**config.mk**
```make
export PLATFORM = sky130hd
export DESIGN_NAME = regfile_write_arbiter
export DESIGN_NICKNAME = d
export VERILOG_FILES = /design/src/rtl/regfile_arb_pkg.sv /design/src/rtl/wb_slot.sv /design/src/rtl/regfile_write_arbiter.sv
export SDC_FILE = /design/constraint.sdc
export NUM_CORES = 1
export LEC_CHECK = 0
export CAP_MARGIN = 30
export CORE_ASPECT_RATIO = 1.75
export CORE_MARGIN = 5
export CORE_UTILIZATION = 49
export CTS_BUF_LIST = sky130_fd_sc_hd__clkbuf_16
export CTS_CLUSTER_DIAMETER = 60
export DETAILED_ROUTE_END_ITERATION = 7
export GPL_ROUTABILITY_DRIVEN = 0
export PLACE_DENSITY_LB_ADDON = 0.12
export SLEW_MARGIN = 0
export SYNTH_ARGS = -nofsm -noshare
export SYNTH_HDL_FRONTEND = slang
export SYNTH_SLANG_ARGS = --single-unit
```
**constraint.sdc**
```tcl
create_clock -name Clock -period 2.87 [get_ports Clock]
set_input_delay 0.574 -clock Clock [delete_from_list [all_inputs] [get_ports Clock]]
set_output_delay 0.574 -clock Clock [all_outputs]
set_load 0.02 [all_outputs]
```
**src/rtl/regfile_arb_pkg.sv**
```systemverilog
// Shared types and widths for the register-file writeback arbiter.
// Used by regfile_write_arbiter and wb_slot.
package regfile_arb_pkg;

  localparam int DATA_W = 32;
  localparam int ADDR_W = 5;

  typedef enum logic {
    REQ_A = 1'b0,
    REQ_M = 1'b1
  } req_id_t;

  typedef struct packed {
    logic              valid;
    logic [ADDR_W-1:0] addr;
    logic [DATA_W-1:0] data;
  } wb_slot_t;

endpackage

```
**src/rtl/wb_slot.sv**
```systemverilog
// One-entry writeback holding register.
// Load wins over drain so a draining slot can refill in the same cycle.
module wb_slot
  import regfile_arb_pkg::*;
(
  input  logic              Clock,
  input  logic              flush,
  input  logic              load,
  input  logic              drain,
  input  logic [ADDR_W-1:0] load_addr,
  input  logic [DATA_W-1:0] load_data,
  output logic              slot_valid,
  output logic [ADDR_W-1:0] slot_addr,
  output logic [DATA_W-1:0] slot_data
);

  wb_slot_t q;

  always_ff @(posedge Clock) begin
    if (flush) begin
      q <= '0;
    end else if (load) begin
      q.valid <= 1'b1;
      q.addr  <= load_addr;
      q.data  <= load_data;
    end else if (drain) begin
      q.valid <= 1'b0;
    end
  end

  assign slot_valid = q.valid;
  assign slot_addr  = q.addr;
  assign slot_data  = q.data;

endmodule

```
**src/rtl/regfile_write_arbiter.sv**
```systemverilog
// Two-requester arbiter for the register file write port.
// Define WB_ARB_RR_EN for round-robin; default is fixed M-over-A.
module regfile_write_arbiter
  import regfile_arb_pkg::*;
(
  input  logic              Clock,
  input  logic              Reset,
  input  logic              Req_valid_a,
  input  logic [ADDR_W-1:0] Req_addr_a,
  input  logic [DATA_W-1:0] Req_data_a,
  output logic              Req_ready_a,
  input  logic              Req_valid_m,
  input  logic [ADDR_W-1:0] Req_addr_m,
  input  logic [DATA_W-1:0] Req_data_m,
  output logic              Req_ready_m,
  output logic              Write_En,
  output logic [ADDR_W-1:0] Write_addr,
  output logic [DATA_W-1:0] Write_data,
  input  logic [ADDR_W-1:0] Lookup_addr,
  output logic              Lookup_hit,
  output logic [DATA_W-1:0] Lookup_data
);

  logic              va;
  logic              vm;
  logic [ADDR_W-1:0] a_addr;
  logic [ADDR_W-1:0] m_addr;
  logic [DATA_W-1:0] a_data;
  logic [DATA_W-1:0] m_data;
  logic              load_a;
  logic              load_m;
  logic              grant_a;
  logic              grant_m;
  logic              same_addr;
  req_id_t           age_q;
  req_id_t           age_d;

`ifdef WB_ARB_RR_EN
  req_id_t ptr_q;

  always_ff @(posedge Clock) begin
    if (Reset)        ptr_q <= REQ_A;
    else if (grant_a) ptr_q <= REQ_M;
    else if (grant_m) ptr_q <= REQ_A;
  end
`endif

  assign Req_ready_a = !Reset && (!va || grant_a);
  assign Req_ready_m = !Reset && (!vm || grant_m);

  // r0 writes complete the handshake but never occupy a slot
  assign load_a = Req_valid_a && Req_ready_a
               && (Req_addr_a != '0);
  assign load_m = Req_valid_m && Req_ready_m
               && (Req_addr_m != '0);

  wb_slot u_slot_a (
    .Clock      (Clock),
    .flush      (Reset),
    .load       (load_a),
    .drain      (grant_a),
    .load_addr  (Req_addr_a),
    .load_data  (Req_data_a),
    .slot_valid (va),
    .slot_addr  (a_addr),
    .slot_data  (a_data)
  );

  wb_slot u_slot_m (
    .Clock      (Clock),
    .flush      (Reset),
    .load       (load_m),
    .drain      (grant_m),
    .load_addr  (Req_addr_m),
    .load_data  (Req_data_m),
    .slot_valid (vm),
    .slot_addr  (m_addr),
    .slot_data  (m_data)
  );

  assign same_addr = (a_addr == m_addr);

  always_comb begin
    grant_a = 1'b0;
    grant_m = 1'b0;
    unique case (1'b1)
      (va && !vm): grant_a = 1'b1;
      (vm && !va): grant_m = 1'b1;
      (va && vm && same_addr): begin
        grant_a = (age_q == REQ_A);
        grant_m = (age_q == REQ_M);
      end
      (va && vm && !same_addr): begin
`ifdef WB_ARB_RR_EN
        grant_a = (ptr_q == REQ_A);
        grant_m = (ptr_q == REQ_M);
`else
        grant_m = 1'b1;
`endif
      end
      default: ;
    endcase
  end

  // Same-cycle double load counts M as older so A's value persists
  always_comb begin
    age_d = age_q;
    unique case (1'b1)
      (load_a && load_m):
        age_d = REQ_M;
      (load_a && !load_m):
        age_d = (vm && !grant_m) ? REQ_M : REQ_A;
      (load_m && !load_a):
        age_d = (va && !grant_a) ? REQ_A : REQ_M;
      (!load_a && !load_m && grant_a):
        age_d = REQ_M;
      (!load_a && !load_m && grant_m):
        age_d = REQ_A;
      default: ;
    endcase
  end

  always_ff @(posedge Clock) begin
    if (Reset) age_q <= REQ_A;
    else       age_q <= age_d;
  end

  always_ff @(posedge Clock) begin
    if (Reset) begin
      Write_En   <= 1'b0;
      Write_addr <= '0;
      Write_data <= '0;
    end else if (grant_a) begin
      Write_En   <= 1'b1;
      Write_addr <= a_addr;
      Write_data <= a_data;
    end else if (grant_m) begin
      Write_En   <= 1'b1;
      Write_addr <= m_addr;
      Write_data <= m_data;
    end else begin
      Write_En   <= 1'b0;
    end
  end

  logic hit_a;
  logic hit_m;
  logic hit_o;
  logic a_younger;

  assign hit_a = va && (a_addr == Lookup_addr);
  assign hit_m = vm && (m_addr == Lookup_addr);
  assign hit_o = Write_En && (Write_addr == Lookup_addr);
  assign a_younger = (age_q == REQ_M) || !hit_m;

  always_comb begin
    Lookup_hit  = 1'b0;
    Lookup_data = '0;
    if (Lookup_addr != '0) begin
      if (hit_a && a_younger) begin
        Lookup_hit  = 1'b1;
        Lookup_data = a_data;
      end else if (hit_m) begin
        Lookup_hit  = 1'b1;
        Lookup_data = m_data;
      end else if (hit_o) begin
        Lookup_hit  = 1'b1;
        Lookup_data = Write_data;
      end
    end
  end

endmodule

```
**Word-level counts from Yosys, hierarchy flattened**

Cells that the tools add are included.

- Logic and storage cells: 82
- Output and inout bits: 73
- Bits in registers: 115
- Input bits: 83

- Eq/ne operators: 4
- Bitwise gates (word level): 1
- Reduce and logical (&&, ||, !) cells: 44
- Multiplexer cells: 23

Operator list:

| cell | count |
|---|---|
| 32-bit two-way mux | 6 |
| 1-bit logical AND | 23 |
| 5-bit == test | 4 |
| 5-bit nonzero test | 3 |
| 1-bit two-way mux | 12 |
| 5-bit two-way mux | 2 |
| 1-bit zero test | 9 |
| 2-bit nonzero test | 3 |
| 1-bit one-hot mux with 2 select lines | 2 |
| 1-bit one-hot mux with 4 select lines | 1 |
| 4-bit nonzero test | 1 |
| 2-bit OR reduction | 2 |
| 1-bit logical OR | 3 |
| 1-bit inverter | 1 |

**Logic depth before layout (Yosys ltp)**

Gate-level depths: netlist of run 1.

- Depth after elaboration: 14
- Mapped depth: 9
- Gate-level depth less buffers: 6

**Cells and area by module**

A second synthesis of run 1 with hierarchy kept.

- Cell total of the unflattened synthesis: 670
- Area, all modules: 6047.0 um^2

Modules (own cells, without submodules):

| module | area each (um^2) | times used | seq. area each (um^2) | cells each |
|---|---|---|---|---|
| regfile_write_arbiter | 3324.4 | 1 | 780.7 | 424 |
| wb_slot | 1361.3 | 2 | 760.7 | 123 |

**Worst setup path before layout of run 1**

OpenSTA, ideal clock, no wires.

- Path kind: input to output
- Start point: input port Lookup_addr[2]
- End point: output port Lookup_data[10]
- Required time: 2.296 ns
- Path buffers: 2
- Arrival: 2.245 ns
- Cell stages on the path: 7
- Setup slack: 0.051 ns
- Cell sequence: xor2_1 nor4_1 nand3_1 or2_0 clkbuf_1 buf_2 a211oi_1

- Cells in the longest elaborated chain, start to end: 7
- Elaborated cells between the ends (all ways): 14
- Those cells by class: eq/ne: 3; mux: 4; reduce/logical: 7

RTL lines:

| element | RTL line | RTL |
|---|---|---|
| from (decl) | regfile_write_arbiter.sv:19 | `input logic [ADDR_W-1:0] Lookup_addr,` |
| 5-bit == test | regfile_write_arbiter.sv:152 | `assign hit_m = vm && (m_addr == Lookup_addr);` |
| 1-bit logical AND | regfile_write_arbiter.sv:152 |  |
| 1-bit zero test | regfile_write_arbiter.sv:154 | `assign a_younger = (age_q == REQ_M) \|\| !hit_m;` |
| 1-bit logical OR | regfile_write_arbiter.sv:154 |  |
| 1-bit logical AND | regfile_write_arbiter.sv:160 | `if (hit_a && a_younger) begin` |
| 32-bit two-way mux | regfile_write_arbiter.sv:160 |  |
| 32-bit two-way mux * | regfile_write_arbiter.sv:159 | `if (Lookup_addr != '0) begin` |
| to (decl) | regfile_write_arbiter.sv:21 | `output logic [DATA_W-1:0] Lookup_data` |

Mark *: on every way between the ends. The rest lies on a longest branch, timed or not.

**Worst setup path in the final report of run 1**

- Start point: input port Lookup_addr[4]
- End point: output port Lookup_data[4]

The elaborated chain is that of the path after synthesis.

==> implementation parameters, run 1 <==
Parameter                              Value

STA
  Upper clock frequency limit    334 MHz
  Setup-violating endpoint count in the final report    32
  Worst slew pin tran    778 ps
  Headroom to the max-slew limit    48.2%
  Crit path setup slack, layout    -123 ps
  Final count of pins violating max slew    0
  Largest clock skew in the final design    9.53 ps
  Share of the clock period used by the worst path    104%
  Unrepaired setup endpoints after global routing    yes
  Shortest period the worst path allows    2990 ps
  Count of final hold-check violations    0

Die
  Horizontal die dimension    93.4 um
  Number of standard-cell rows in the floorplan    53
  Core region area    12000 sq um
  Effective utilization at floorplan    49.7%
  Area enclosed by the die boundary    14600 sq um
  Ports placed on the boundary    156
  Die Y-Extent    156 um

Worst setup path
  Max FO, Critical Path    7
  Peak per-stage delay on the critical path    300 ps
  Crit path top cell by count    buf_6
  Worst Path Buf+Inv    6
  Kind of cell with the highest combined delay on the critical path    buffers and inverters
  Crit path from    Lookup_addr[4]
  Startpoint kind of the worst setup timing path    input port
  Data arrival time of the worst path    2420 ps
  Cells along the critical path    buf_6 > buf_6 > xnor2_4 > nand4_1 > buf_4 > nor2_4 > buf_12 > buf_16 > a22oi_2 > a211oi_4 > buf_6
  CP max stage cell    a211oi_4
  Endpoint required time on the critical path    2300 ps
  Critical path class    in2out
  Worst r2r src    u_slot_m.slot_addr[2]
  Critical Path End Type    output port

Final layout
  Proportion of layout cells with a drive suffix above 1    28.0%
  Most frequent cells in the layout    clkdlybuf4s50_1 (115), dfxtp_1 (108), nor2_1 (76), buf_4 (51)
  Leading cell type in the layout, fill and taps excluded    clkdlybuf4s50_1
  Register area    2310 sq um
  Net count reported at finish    930
  Diode count    0
  Number of filler cells placed in the layout    820
  Multi-input gate area in the final layout    3860 sq um
  Final standard cell count with taps included and fillers excluded    1025
  Relative area change from synthesis to final layout    54.3%

Synthesis
  Parity-gate share of the synthesized area counting xor and xnor cells    2.94%
  Post-synthesis cell area    5960 sq um
  Portion of netlist area occupied by mux cells    13.3%
  Adder and majority gate portion of the synthesized area    0%
  Number of synthesized register bits    115
  Dominant combinational cell family by area after synthesis    compound AO/OA/AOI/OAI gates
  Gate count after technology mapping    681
  YS warnings    0
  Cell variety after synth    43
  Compound-Gate Fraction of Synth Area    21.9%
  Post-Syn Area per Cell    8.75 sq um
  Simple-gate share of the synthesized area    17.8%
  Synthesized net count    764
  Fraction of the yosys area taken by sequential cells    38.6%

Clock tree
  Number of buffers added to fix hold violations after cts    0
  Number of buffers on the longest clock path    2
  Clock tree from TritonCTS    built
  Reg clk slew, reported paths    50 ps
  CTS H-Tree Depth    4
  Sink Count    115
  Root Driver    clkbuf_16
  Clock latency on the worst-skew pair    410 ps
  Number of buffers created by CTS    17

Global routing
  Vias in the first global route    6603
  Overflow left after global routing    0
  Global Route Usage Sum    30.2%
  Global-route wire length before repair    34500 um
  Initial antenna violation count    0
  Pin count of the biggest net entering global routing    110

Status
  Run status    finished with violations
  Violations in the final reports    negative setup slack

Placement
  Setup Slack @ Placement    -1010 ps
  Cell count after placement    974
  Sum of net half-perimeters after detailed placement    13100 um
  Count of port buffers added during placement    155

Drt
  Antenna-violating nets left    0
  Count of routing violations after the opening detailed-route iteration    584
  DRT Wirelength    22700 um
  Vias/cell    6.24
  Routed length per instance    22.2 um
  Final routed DRC violation total    0
  Detailed-route via count    6396
  Initial DRT Pass Iterations    6

Pwr
  Maximum ir drop on the vdd rail    384 uV
  Static power due to leakage    3.34 nW
  Power per cell area    487 nW/um^2

Job
  Number of max-capacitance violations reported    0

Hold path
  Hold path startpoint    Reset
  Hold crit path type    in2reg
-- routing by layer --
layer / GRT usage [%] / share of wire (%) / up-vias
met5: 0 / 0 / -
met4: 16.4 / 3.9 / 0
met3: 6.32 / 8.0 / 70
met2: 52.6 / 52 / 387
met1: 33.9 / 37 / 3118
li1: - / - / 2821
-- synth_stat cells, drive strengths merged --
cell type / n / area share [%]
o21ai: 43 / 3.7
inv: 2 / 0.13
clkbuf: 46 / 2.9
xor2: 4 / 0.59
and2: 4 / 0.46
nand2b: 5 / 0.52
mux2: 32 / 7.6
o211ai: 2 / 0.25
nand3: 42 / 3.5
nand4: 3 / 0.31
o211a: 1 / 0.17
xnor2: 16 / 2.4
a21o: 1 / 0.13
a21boi: 1 / 0.19
nand2: 8 / 0.50
a311oi: 1 / 0.15
a211oi: 33 / 4.2
a221oi: 32 / 4.7
nor3: 36 / 3.0
or4: 2 / 0.31
a22oi: 32 / 4.0
mux2i: 34 / 5.7
nor2: 80 / 5.1
or2: 1 / 0.11
buf: 21 / 2.4
or3: 1 / 0.11
o22ai: 1 / 0.11
a21oi: 42 / 3.5
nor2b: 33 / 3.5
and4: 2 / 0.29
a222oi: 3 / 0.50
nor4: 1 / 0.11
dfxtp: 115 / 39
o21bai: 1 / 0.19
-- power breakdown --
group	switching (W)	internal (W)
Clock	0.000736	0.00125
Sequential	0.0000960	0.00169
Combinational	0.000345	0.000364
-- logic make-up (layout without fill, tap and decap cells) --
family / Yosys count / count (layout)
compound gates: 193 / 193
xor+xnor: 20 / 20
buf+inv: 69 / 248
flops: 115 / 115
mux: 66 / 66
simple gates: 218 / 218
-- sequential cells by signal, summed over array words and instances (netlist names), 5 cells and up --
signal / cells
u_slot_m.slot_addr: 5
u_slot_a.slot_data: 32
Write_addr: 5
u_slot_a.slot_addr: 5
u_slot_m.slot_data: 32
Write_data: 32
-- final timing paths --
check	cells after the start	slack, ps	end
worst min register to register	2	490	u_slot_m.slot_data[22]
worst max-delay path	11	-120	Lookup_data[4]
worst max register to register	6	360	u_slot_a.slot_data[0]
worst min-delay path	2	450	u_slot_m.slot_addr[4]
-- final cells by class --
| class | instances | area share (%) |
|---|---|---|
| sequential | 115 | 25.1 |
| inverter | 2 | 0.0816 |
| timing repair buffer | 214 | 24.5 |
| multi-input combinational | 497 | 42.0 |
| clock buffer | 17 | 4.63 |
| clock inverter | 15 | 1.37 |
| tap | 165 | 2.25 |
-- worst register-to-register path: stages, from the launching register on --
cell,delay (ps)
dfxtp_2,350
buf_4,150
xnor2_1,280
and4_1,330
a21o_1,220
and2_4,640
mux2_2,430
-- per-stage QoR --
stage	utilization, %	power [W]	TNS (ps)	area [sq um]	hold slack (ps)
after floorplan	-	0.00214	0	5960	467
after CTS	74.8	0.00444	-312	8980	439
after global placement	65.4	0.00243	-27050	7850	477
after detailed placement	65.4	0.00245	-30220	7850	487
after global routing	76.6	0.00461	-3930	9200	444
final	76.6	0.00448	-2020	9200	446
-- repair_timing --
action | CTS | global route
endpoints found under the setup margin | 34 | 34
buffers inserted | 9 | 3
resized for setup | 303 | 39
pin swaps | 39 | 27
cloned | 6 | 1
(Power assumes the default switching activity.)
==> inputs of run 2 (changes only) <==
--- a/config.mk
+++ b/config.mk
@@ -17,4 +17,5 @@
 export SLEW_MARGIN = 0
 export SYNTH_ARGS = -nofsm -noshare
 export SYNTH_HDL_FRONTEND = slang
+export SYNTH_HIERARCHICAL = 1
 export SYNTH_SLANG_ARGS = --single-unit
==> run 2 against run 1 <==
Compared with the run above:
- the run still ends with negative setup slack left
- combinational power grew 22%
- cell count shrank 2.0%
- total power grew 9.3%
- sequential power is essentially flat
- count of clock-buffer cells in the layout is the same
- sequential share of layout area grew 1.0 points
- global-route usage shrank 2.4 points
- first-iteration DRC count shrank 36%
- largest power group unchanged
==> implementation parameters, run 2 <==
Parameter                              Value

Status
  Run status    finished with violations (unchanged)
  Violations in the final reports    negative setup slack (unchanged)

Worst setup path
  Worst Path Buf+Inv    4 (was 6)
  Kind of cell with the highest combined delay on the critical path    buffers and inverters (unchanged)
  R2R cell count    8 (was 6)
  Cells along the critical path    xor2_1 > nor4_1 > buf_4 > o211ai_1 > buf_6 > buf_12 > o221ai_2 > o211a_1 > buf_6 (was buf_6 > buf_6 > xnor2_4 > nand4_1 > buf_4 > nor2_4 > buf_12 > buf_16 > a22oi_2 > a211oi_4 > buf_6)
  Critical Path End Type    output port (unchanged)
  Critical path class    reg2out (was in2out)
  Logic depth of the worst path, buffers included    9 (was 11)
  Peak per-stage delay on the critical path    320 ps (was 300 ps)
  Crit path top cell by count    buf_6 (unchanged)
  Data arrival time of the worst path    2300 ps (was 2420 ps)
  Startpoint kind of the worst setup timing path    flip-flop (was input port)
  Endpoint required time on the critical path    2300 ps (about the same)
  CP max stage cell    dfxtp_2 (was a211oi_4)
  Max FO, Critical Path    7 (unchanged)

Synthesis
  Most frequently used flop master after synthesis    dfxtp_1 (unchanged)
  Number of synthesized flops with an enable pin    0 (unchanged)
  Synth top area cells    dfxtp_1 (38%), mux2i_1 (12%), nor2_1 (9.1%) (was dfxtp_1 (39%), mux2_4 (6.3%), mux2i_1 (5.7%))
  YS warnings    6 (was 0)
  Most area-hungry cell type in the Yosys netlist    dfxtp_1 (unchanged)
  Fraction of post-synthesis cell area in the top cell type by area    38.1% (was 38.6%)
  Cell variety after synth    44 (was 43)
  Most frequent cell after synthesis    nor2_1 (was dfxtp_1)
  Synthesized net count    753 (was 764)
  Fraction of the yosys area taken by sequential cells    38.1% (was 38.6%)
  Number of synthesized register bits    115 (unchanged)
  Gate count after technology mapping    670 (was 681)
  Post-synthesis cell area    6050 sq um (was 5960 sq um)
  Commonest cells in the synthesized netlist    nor2_1 (146), dfxtp_1 (115), mux2i_1 (74) (was dfxtp_1 (115), nor2_1 (79), clkbuf_1 (46))
  Share of flip-flops with an asynchronous set or reset after synthesis    0% (unchanged)
  Post-Syn Area per Cell    9.03 sq um (was 8.75 sq um)

Placement
  Cell count after placement    967 (was 974)
  Sum of net half-perimeters after detailed placement    13200 um (was 13100 um)
  Count of port buffers added during placement    155 (unchanged)
  Setup Slack @ Placement    -834 ps (was -1010 ps)

STA
  Upper clock frequency limit    348 MHz (was 334 MHz)
  Worst slew pin tran    1020 ps (was 778 ps)
  Largest clock skew in the final design    9.38 ps (was 9.53 ps)
  Share of the clock period used by the worst path    100% (was 104%)
  Headroom to the max-slew limit    32.2% (was 48.2%)
  Crit path setup slack, layout    -1.92 ps (was -123 ps)
  Count of final hold-check violations    0 (unchanged)
  Unrepaired setup endpoints after global routing    yes (unchanged)
  Final count of pins violating max slew    0 (unchanged)
  Shortest period the worst path allows    2870 ps (was 2990 ps)
  Setup-violating endpoint count in the final report    2 (was 32)

Global routing
  Vias in the first global route    6261 (was 6603)
  Pin count of the biggest net entering global routing    95 (was 110)
  Initial antenna violation count    1 (was 0)
  Overflow left after global routing    0 (unchanged)
  Global-route wire length before repair    32000 um (was 34500 um)
  Global Route Usage Sum    27.8% (was 30.2%)

Die
  Effective utilization at floorplan    50.1% (was 49.7%)
  Area enclosed by the die boundary    14700 sq um (was 14600 sq um)
  Horizontal die dimension    94.0 um (was 93.4 um)
  Die Y-Extent    157 um (was 156 um)
  Number of standard-cell rows in the floorplan    53 (unchanged)
  Core region area    12100 sq um (was 12000 sq um)
  Ports placed on the boundary    156 (unchanged)

Clock tree
  Number of buffers created by CTS    17 (unchanged)
  Sink Count    115 (unchanged)
  Number of buffers added to fix hold violations after cts    0 (unchanged)
  Reg clk slew, reported paths    50 ps (about the same)
  Number of buffers on the longest clock path    2 (unchanged)
  Root Driver    clkbuf_16 (unchanged)
  Clock tree from TritonCTS    built (unchanged)
  Clock latency on the worst-skew pair    400 ps (was 410 ps)
  CTS H-Tree Depth    4 (unchanged)

Final layout
  Final standard cell count with taps included and fillers excluded    1004 (was 1025)
  Relative area change from synthesis to final layout    46.2% (was 54.3%)
  Net count reported at finish    909 (was 930)
  Leading cell type in the layout, fill and taps excluded    nor2_1 (was clkdlybuf4s50_1)
  Most frequent cells in the layout    nor2_1 (146), clkdlybuf4s50_1 (114), dfxtp_1 (109), mux2i_1 (74), buf_4 (40) (was clkdlybuf4s50_1 (115), dfxtp_1 (108), nor2_1 (76), buf_4 (51))
  Proportion of layout cells with a drive suffix above 1    21.4% (was 28.0%)

Drt
  Antenna-violating nets left    0 (unchanged)
  Count of routing violations after the opening detailed-route iteration    374 (was 584)
  DRT Wirelength    20900 um (was 22700 um)
  Initial DRT Pass Iterations    5 (was 6)
  Detailed-route via count    6010 (was 6396)
  Routed length per instance    20.9 um (was 22.2 um)
  Final routed DRC violation total    0 (unchanged)
  Vias/cell    5.99 (was 6.24)

Pwr
  Static power due to leakage    3.61 nW (was 3.34 nW)
  Maximum ir drop on the vdd rail    446 uV (was 384 uV)
  Power per cell area    554 nW/um^2 (was 487 nW/um^2)

Hold path
  Worst hold path cell count    2 (unchanged)
  Hold crit path type    reg2reg (was in2reg)

Job
  Number of max-capacitance violations reported    0 (unchanged)
run 2: area by class of cell:
type / instances / area [sq um]
multi-input cells: 451 / 3500
flip-flops and latches: 115 / 2310
clock inverters: 14 / 195
inverters: 37 / 139
well taps: 165 / 206
clock buffers: 17 / 425
repair buffers: 204 / 2060
fillers: 949 / 3230
diodes: 1 / 2.50
run 2: routing by layer:
metal	GRT usage [%]	up-vias	wire (um)	share of wire, %
met3	5.31	72	1220	5.8
li1	-	2740	-	-
met2	49.8	299	11200	54
met5	0	-	0	0
met1	29.6	2899	7470	36
met4	16.9	0	1030	4.9
run 2: kinds of logic (layout without fill, tap and decap cells):
| logic type | after synthesis | count (layout) | share of synthesized area (%) |
|---|---|---|---|
| other | 0 | 1 | 0 |
| and+or+nand+nor | 206 | 206 | 14.9 |
| AOI/OAI and AO/OA | 151 | 151 | 22.8 |
| DFF | 115 | 115 | 38.1 |
| muxes | 74 | 74 | 12.2 |
| buffers and inverters | 104 | 272 | 9.08 |
| xor gates and xnor gates | 20 | 20 | 2.90 |
run 2: timing repair:
action | 4_1_cts | 5_1_grt
gates resized for setup | 220 | 52
endpoints found under the setup margin | 35 | 34
buffers inserted | 2 | 0
pin swaps | 5 | 5
gates cloned | 3 | 1
run 2: path summary, 6_finish.rpt:
path	slack (ps)	to	start
worst max-delay path	-2	Lookup_data[21]	Write_addr[1]
worst min-delay path	530	u_slot_a/slot_data[5]	u_slot_a/slot_data[5]
worst max register to register	320	Write_data[25]	u_slot_a/slot_addr[4]
worst min register to register	530	u_slot_a/slot_data[5]	u_slot_a/slot_data[5]
run 2: tightest hold or removal path, cell delays in order, from the launching register on:
cell and delay (ps):
dfxtp_1 350, mux2i_1 70, nor2_1 70
run 2: through the flow:
stage	setup TNS [ps]	power, W	hold slack [ps]	instance area (sq um)	utilization, %
floorplan	0	0.00227	446	6050	-
global placement	-23460	0.00262	503	7820	64.8
detailed placement	-23640	0.00265	518	7820	64.8
CTS	-336	0.00489	530	8650	71.7
global route	-2020	0.00507	543	8840	73.2
finish	-2.23	0.00490	530	8840	73.2
run 2: power by group:
group,internal (W),switching (W),total (W)
clock network,0.00152,0.000728,0.00224
logic,0.000408,0.000455,0.000863
registers,0.00170,0.0000881,0.00179
==> inputs of run 3 (changes only) <==
--- a/config.mk
+++ b/config.mk
@@ -9,11 +9,11 @@
 export CORE_ASPECT_RATIO = 1.75
 export CORE_MARGIN = 5
 export CORE_UTILIZATION = 49
-export CTS_BUF_LIST = sky130_fd_sc_hd__clkbuf_16
 export CTS_CLUSTER_DIAMETER = 60
 export DETAILED_ROUTE_END_ITERATION = 7
 export GPL_ROUTABILITY_DRIVEN = 0
 export PLACE_DENSITY_LB_ADDON = 0.12
+export REMOVE_ABC_BUFFERS = 1
 export SLEW_MARGIN = 0
 export SYNTH_ARGS = -nofsm -noshare
 export SYNTH_HDL_FRONTEND = slang
==> run 3 against run 2 <==
Compared with the run above:
- the flow now finishes without violations
- sequential share of layout area rose by 0.12 points
- via count up 0.68%
- combinational power grew 1%
- critical path depth is the same
- largest power group unchanged
==> implementation parameters, run 3 (synthesized netlist as in run 2, its figures left out) <==
Parameter                              Value

Die
  Area enclosed by the die boundary    14700 sq um (unchanged)
  Die Y-Extent    157 um (unchanged)
  Ports placed on the boundary    156 (unchanged)
  Core region area    12100 sq um (unchanged)
  Number of standard-cell rows in the floorplan    53 (unchanged)
  Effective utilization at floorplan    50.1% (unchanged)
  Horizontal die dimension    94.0 um (unchanged)

Worst setup path
  Max FO, Critical Path    8 (was 7)
  Startpoint kind of the worst setup timing path    input port (was flip-flop)
  Endpoint required time on the critical path    2300 ps (about the same)
  Critical Path End Type    output port (unchanged)
  Critical path class    in2out (was reg2out)
  Data arrival time of the worst path    2290 ps (was 2300 ps)

Clock tree
  Clock tree from TritonCTS    built (unchanged)
  Number of buffers on the longest clock path    2 (unchanged)
  Number of buffers created by CTS    17 (unchanged)
  Sink Count    115 (unchanged)
  Reg clk slew, reported paths    50 ps (about the same)
  Root Driver    clkbuf_16 (unchanged)
  CTS H-Tree Depth    4 (unchanged)
  Clock latency on the worst-skew pair    410 ps (was 400 ps)

Final layout
  Final standard cell count with taps included and fillers excluded    999 (was 1004)
  Leading cell type in the layout, fill and taps excluded    nor2_1 (unchanged)
  Diode count    0 (was 1)
  Relative area change from synthesis to final layout    45.4% (was 46.2%)
  Net count reported at finish    904 (was 909)
  Most frequent cells in the layout    nor2_1 (146), clkdlybuf4s50_1 (114), dfxtp_1 (110), mux2i_1 (74), buf_4 (38) (was nor2_1 (146), clkdlybuf4s50_1 (114), dfxtp_1 (109), mux2i_1 (74), buf_4 (40))
  Number of filler cells placed in the layout    926 (was 949)
  Proportion of layout cells with a drive suffix above 1    20.9% (was 21.4%)

Status
  Run status    completed (was finished with violations)

Global routing
  Global-route wire length before repair    32100 um (was 32000 um)
  Pin count of the biggest net entering global routing    79 (was 95)
  Global-route met3 utilization    6.03% (was 5.31%)
  Global Route Usage Sum    28.2% (was 27.8%)
  GR Layer Usage met2    49.5% (was 49.8%)
  Most crowded layer after global routing    met2 (unchanged)
  Overflow left after global routing    0 (unchanged)
  Vias in the first global route    6294 (was 6261)
  Met1 layer usage reported by global route    30.7% (was 29.6%)
  Initial antenna violation count    0 (was 1)

Placement
  Cell count after placement    960 (was 967)
  Sum of net half-perimeters after detailed placement    12900 um (was 13200 um)
  Count of port buffers added during placement    155 (unchanged)
  Setup Slack @ Placement    -834 ps (about the same)

Drt
  Antenna-violating nets left    0 (unchanged)
  Detailed-route via count    6051 (was 6010)
  Final routed DRC violation total    0 (unchanged)
  Count of routing violations after the opening detailed-route iteration    399 (was 374)
  DRT Wirelength    21300 um (was 20900 um)
  Routed length per instance    21.3 um (was 20.9 um)
  Initial DRT Pass Iterations    7 (was 5)
  Vias/cell    6.06 (was 5.99)

Hold path
  Hold crit path type    reg2reg (unchanged)

STA
  Worst slew pin tran    847 ps (was 1020 ps)
  Count of final hold-check violations    0 (unchanged)
  Final count of pins violating max slew    0 (unchanged)
  Unrepaired setup endpoints after global routing    yes (unchanged)
  Shortest period the worst path allows    2860 ps (was 2870 ps)
  Largest clock skew in the final design    8.42 ps (was 9.38 ps)
  Upper clock frequency limit    349 MHz (was 348 MHz)
  Final TNS setup    0 ps (was -2.23 ps)
  Setup-violating endpoint count in the final report    0 (was 2)
  Crit path setup slack, layout    8.04 ps (was -1.92 ps)
  Headroom to the max-slew limit    43.6% (was 32.2%)
  Share of the clock period used by the worst path    99.7% (was 100%)

Pwr
  Static power due to leakage    3.58 nW (was 3.61 nW)
  Maximum ir drop on the vdd rail    417 uV (was 446 uV)
  Power per cell area    560 nW/um^2 (was 554 nW/um^2)

Job
  Number of max-capacitance violations reported    0 (unchanged)
[run 3: worst paths after layout]
check                                end  slack [ps]                    from  depth (start not counted)
setup reg to reg          Write_data[13]         220   u_slot_m/slot_addr[0]                          8
hold / removal    u_slot_a/slot_data[21]         530  u_slot_a/slot_data[21]                          2
setup / recovery         Lookup_data[16]           8          Lookup_addr[0]                          9
hold reg to reg   u_slot_a/slot_data[21]         530  u_slot_a/slot_data[21]                          2
[run 3: report_power, final]
group	leakage, nW	internal, W	switching [W]
Sequential	0.943	0.00170	0.0000910
Clock	0.301	0.00149	0.000758
Combinational	2.33	0.000415	0.000460
Total	3.58	0.00361	0.00131
[run 3: area by class of cell]
class	instances	area, sq um	area share [%]
clock inverter	13	183	2.08
tap	165	206	2.35
clock buffer	19	453	5.15
timing repair buffer	199	2030	23.1
inverter	37	139	1.58
multi-input combinational	451	3470	39.5
sequential	115	2310	26.3
[run 3: critical path: stages]
cell and delay, ps:
clkdlybuf4s15_2 280, xnor2_4 250, nand4_4 140, o211ai_1 250, buf_4 200, buf_16 150
o221ai_1 120, o211a_1 160, buf_4 160
[run 3: repair_timing]
action                                  4_1_cts  5_1_grt
resized for setup                           188       68
setup buffers                                 6        0
gates cloned                                  3        0
pin swaps                                     8       17
endpoints found under the setup margin       35       34
hold buffers                                  0        0
[run 3: layer usage]
layer,wire length (um),up-vias,share of wire (%)
li1,-,2743,-
met1,7820,2916,37
met2,10900,320,51
met3,1480,72,7.0
met4,1070,0,5.0
met5,0,-,0
[run 3: per-stage QoR]
step           cell area [sq um]  util [%]  hold slack (ps)  total power, W
3_3_place_gp                7830      64.9              500         0.00263
4_1_cts                     8550      70.9              537         0.00490
2_1_floorplan               5640         -              486         0.00223
3_5_place_dp                7830      64.9              523         0.00265
6_report                    8790      72.8              530         0.00492
5_1_grt                     8790      72.8              561         0.00510
